$ cat config.mk
export PLATFORM = sky130hd
export DESIGN_NAME = md_sched
export DESIGN_NICKNAME = d
export VERILOG_FILES = /design/src/rtl/md_sched.sv
export SDC_FILE = /design/constraint.sdc
export NUM_CORES = 1
export LEC_CHECK = 0
export BUFFER_PORTS_ARGS = -buffer_cell sky130_fd_sc_hd__buf_4
export CAP_MARGIN = 40
export CORE_UTILIZATION = 30
export DETAILED_ROUTE_END_ITERATION = 8
export HOLD_SLACK_MARGIN = 0.12
export PLACE_DENSITY = 0.87
export SYNTH_ARGS = -nofsm -noshare
export SYNTH_HDL_FRONTEND = slang
export SYNTH_SLANG_ARGS = --single-unit
export TNS_END_PERCENT = 5
$ cat constraint.sdc
create_clock -name clk -period 2.8 [get_ports clk]
set_input_delay 0 -clock clk [delete_from_list [all_inputs] [get_ports clk]]
set_output_delay 0 -clock clk [all_outputs]
set_load 0.005 [all_outputs]
$ cat src/rtl/md_sched.sv
// Issue controller for the HI/LO multiply/divide unit: decodes E-stage mult/div class requests
// and stalls the pipeline while the unit is busy. Optional counters under MD_SCHED_PERF_EN.
module md_sched #(
  parameter int unsigned MULT_LAT = 5,
  parameter int unsigned DIV_LAT  = 10
) (
  input  logic        clk,
  input  logic        clr,
  input  logic        req_valid,
  input  logic [2:0]  req_op,
  input  logic [31:0] rs_val,
  input  logic [31:0] rt_val,
  input  logic        flush,
  output logic        md_start,
  output logic [1:0]  md_mode,
  output logic        md_we,
  output logic        md_a1,
  output logic [31:0] md_a,
  output logic [31:0] md_b,
  output logic        rd_hilo,
  output logic        req_accept,
  output logic        stall,
  output logic        busy
`ifdef MD_SCHED_PERF_EN
  ,
  output logic [31:0] perf_ops,
  output logic [31:0] perf_stall
`endif
);

  localparam logic [3:0] MultLat = 4'(MULT_LAT);
  localparam logic [3:0] DivLat  = 4'(DIV_LAT);

  typedef enum logic [0:0] {StIdle, StRun} state_e;

  state_e     state_q, state_d;
  logic [3:0] cnt_q, cnt_d;
  logic       go;

  // Strobes must read 0 while reset is held, so clr also masks the request.
  assign go = req_valid & ~flush & ~clr;

  always_ff @(posedge clk or posedge clr) begin
    if (clr) begin
      state_q <= StIdle;
      cnt_q   <= '0;
    end else begin
      state_q <= state_d;
      cnt_q   <= cnt_d;
    end
  end

  always_comb begin
    state_d = state_q;
    cnt_d   = cnt_q;
    unique case (state_q)
      StIdle: begin
        if (go && !req_op[2]) begin
          state_d = StRun;
          cnt_d   = req_op[1] ? DivLat : MultLat;
        end
      end
      StRun: begin
        cnt_d = cnt_q - 4'd1;
        if (cnt_q <= 4'd1) begin
          state_d = StIdle;
        end
      end
      default: state_d = StIdle;
    endcase
  end

  always_comb begin
    md_start   = 1'b0;
    md_we      = 1'b0;
    md_a1      = 1'b0;
    rd_hilo    = 1'b0;
    req_accept = 1'b0;
    stall      = 1'b0;
    if (go) begin
      if (state_q == StRun) begin
        stall = 1'b1;
      end else begin
        req_accept = 1'b1;
        unique case (req_op[2:1])
          2'b00, 2'b01: md_start = 1'b1;
          2'b10: begin
            md_we = 1'b1;
            md_a1 = ~req_op[0];
          end
          2'b11: begin
            rd_hilo = 1'b1;
            md_a1   = ~req_op[0];
          end
          default: ;
        endcase
      end
    end
  end

  assign md_mode = req_op[1:0];
  assign md_a    = rs_val;
  assign md_b    = rt_val;
  assign busy    = (state_q == StRun);

`ifdef MD_SCHED_PERF_EN
  always_ff @(posedge clk or posedge clr) begin
    if (clr) begin
      perf_ops   <= '0;
      perf_stall <= '0;
    end else begin
      if (req_accept) perf_ops <= perf_ops + 32'd1;
      if (stall) perf_stall <= perf_stall + 32'd1;
    end
  end
`endif

endmodule

==> reports/results.ini <==
[synth]
ys_seq_elements=5
muxShareOfSynthArea=0.0468
yosysWarnings=0
synth_top_cell_by_area=buf_4
synth.net_count=176
synth-compound-area-share=0.0673
syn_area_um2=856
synth_area_leaders=buf_4 58%, dfrtp_1 15%, mux2i_1 4.7%, ha_1 2.9%, inv_1 2.2%
syn_avg_cell_area_um2=8.31
synth_top_family_by_area=buffers and inverters
ys_seq_area_frac=0.146
synth.distinct_cells=20
synthXorXnorAreaFrac=0.0102
yosys.area.top_type_share=0.579
synthCells=103
synth-simple-area-share=0.0863
synthAdderAreaFrac=0.0292

[sta]
finalHoldViolations=0
tightest_slew_ns=0.537
rsz0062_at_grt=no
setup_slack_ns=1.09
fmax_mhz=586
min_period_ns=1.71
max_slew_margin=0.641
slew_viol_final=0
fin_tns_setup_ns=0
min_period_over_period=0.609
hold_slack_ns=0.178
finalSetupViolCount=0
finClkSkew_ns=0.00151

[place]
place_ws_ns=1.31
port_buffers=15
place.gp.congestion=0.733
placed_area_um2=500
hpwl_um=1150
place_inst=82

[setup_path]
setup.worst_path.end=rd_hilo
required_ns=2.80
crit_chain=or4b_4 -> inv_1 -> nand2_1 -> nor2_1 -> buf_4
crit_cells=5
critPathMaxStageDelay_ns=0.60
reg2reg_depth=3
crit_path_max_fanout=9
critical_path.startpoint=busy
endpoint_kind=output pin
reg2reg_setup_slack_ns=1.27
rr_endpoint=cnt_q[2]
cp_num_buf_inv=2
critPathSlowestCell=or4b_4
path_class=flip-flop to output pin
r2r_start=busy
arrival_ns=1.71
cp_top_family=simple AND/OR/NAND/NOR gates
startpoint_type=flip-flop

[min_path]
min_path_type=input pin to output pin

[global_route]
grt_pass1_vias=618
met1_usage=0.0883
gr-usage-all-layers=0.106
grt_first_pass_wirelength_um=2590
antenna_found_initial=0
grt-ovfl-total=0
use_met3=0.0187
use_met2=0.224
grt_max_degree=10
grt.busiest_layer=met2

[floorplanning]
rows=19
die_w_um=55.4
fp.dieH_um=55.4
core-area_um2=2730
initial_core_util=0.313
ios=144
die_area_um2=3070

[cts]
path_clk_slew_ns=0.04
cts.path.max_buffers=2
ctsHoldBuffers=67
ctsResizeCount=0
cts_tree=done
cts_buffers=3
clock_latency_ns=0.24
htree_levels=1
cts_sinks=5
postCtsSetupRepairBufs=0
root_buffer=clkbuf_4

[layout]
syn_to_final_growth_pct=39.9
drive_above_1_share=0.180
finalNetCount=196
final_cells=153
fin_util=0.438
nFillCells=243
num_antenna_cells=0
stdcell_area_um2=1200

[power_and_ir_drop]
power_mw=0.490
leakage_nw=0.541
max-vdd-ir-drop_v=0.000295
power.density_nw_per_um2=409

[routing]
vias=674
vias_per_cell=4.41
ant_nets=0
drc=0
firstDrtPassIters=4
routed_wl_um=1880
drt_iter0_markers=6
wl_per_cell_um=12.3

[run]
drv_cap=0

[outcome]
status=finished clean

metal layers:
metal | routed length, um | up-vias
li1 | - | 297
met1 | 541 | 300
met2 | 1130 | 75
met3 | 198 | 2
met4 | 8 | 0
met5 | 0 | -
cell type report:
cell class	count	area (um^2)	share of cell area
repair buffers	82	783	0.654
well taps	31	38.8	0.0324
multi-input cells	26	205	0.171
clock buffers	4	26.3	0.0219
flip-flops and latches	5	125	0.104
inverters	5	18.8	0.0157
worst min path at each step:
stage | start | endpoint | slack [ns] | cells after the start
after floorplan | clr | busy | -0.22 | 1
after global placement | clr | cnt_q[2] | -0.07 | 2
after detailed placement | clr | busy | -0.06 | 2
after CTS | req_op[0] | md_mode[0] | 0.18 | 2
after global routing | req_op[0] | md_mode[0] | 0.19 | 2
final | req_op[0] | md_mode[0] | 0.18 | 2
cells by family after synthesis:
kind of cell	count (synthesis)
AOI/OAI and AO/OA	7
muxes	4
and+or+nand+nor	12
DFF	5
buffers and inverters	72
xor gates and xnor gates	1
adders and majority gates	2
flip-flops by register name, indices dropped and copies added (netlist names):
register,count
busy,1
cnt_q,4
power by group:
group	internal, mW	switching, mW	total, mW
clock	0.0537	0.0270	0.0807
combinational	0.155	0.0956	0.250
sequential	0.110	0.0493	0.159
cells in the final DEF, fill, tap and decap left out, drive strengths merged:
| master | n |
|---|---|
| or4b | 1 |
| nor2 | 5 |
| ha | 2 |
| nor3 | 1 |
| inv | 5 |
| buf | 15 |
| o21bai | 1 |
| o32ai | 1 |
| nand2 | 3 |
| dlygate4sd3 | 67 |
| mux2i | 4 |
| xnor2 | 1 |
| nor4bb | 1 |
| o21ai | 1 |
| dfrtp | 5 |
| nor4b | 1 |
| a21o | 2 |
| a21oi | 1 |
| a211oi | 1 |
| clkbuf | 4 |
cells in the mapped netlist:
library cell / instances
buf_4: 66
dfrtp_1: 5
inv_1: 5
nor2_1: 5
mux2i_1: 4
nand2_1: 3
ha_1: 2
a211oi_1: 1
a21o_1: 1
a21o_2: 1
a21oi_1: 1
buf_6: 1
nor3_1: 1
nor4b_2: 1
nor4bb_1: 1
o21ai_0: 1
o21bai_1: 1
o32ai_2: 1
or4b_4: 1
xnor2_1: 1
Power figures use the tool's default switching activity.
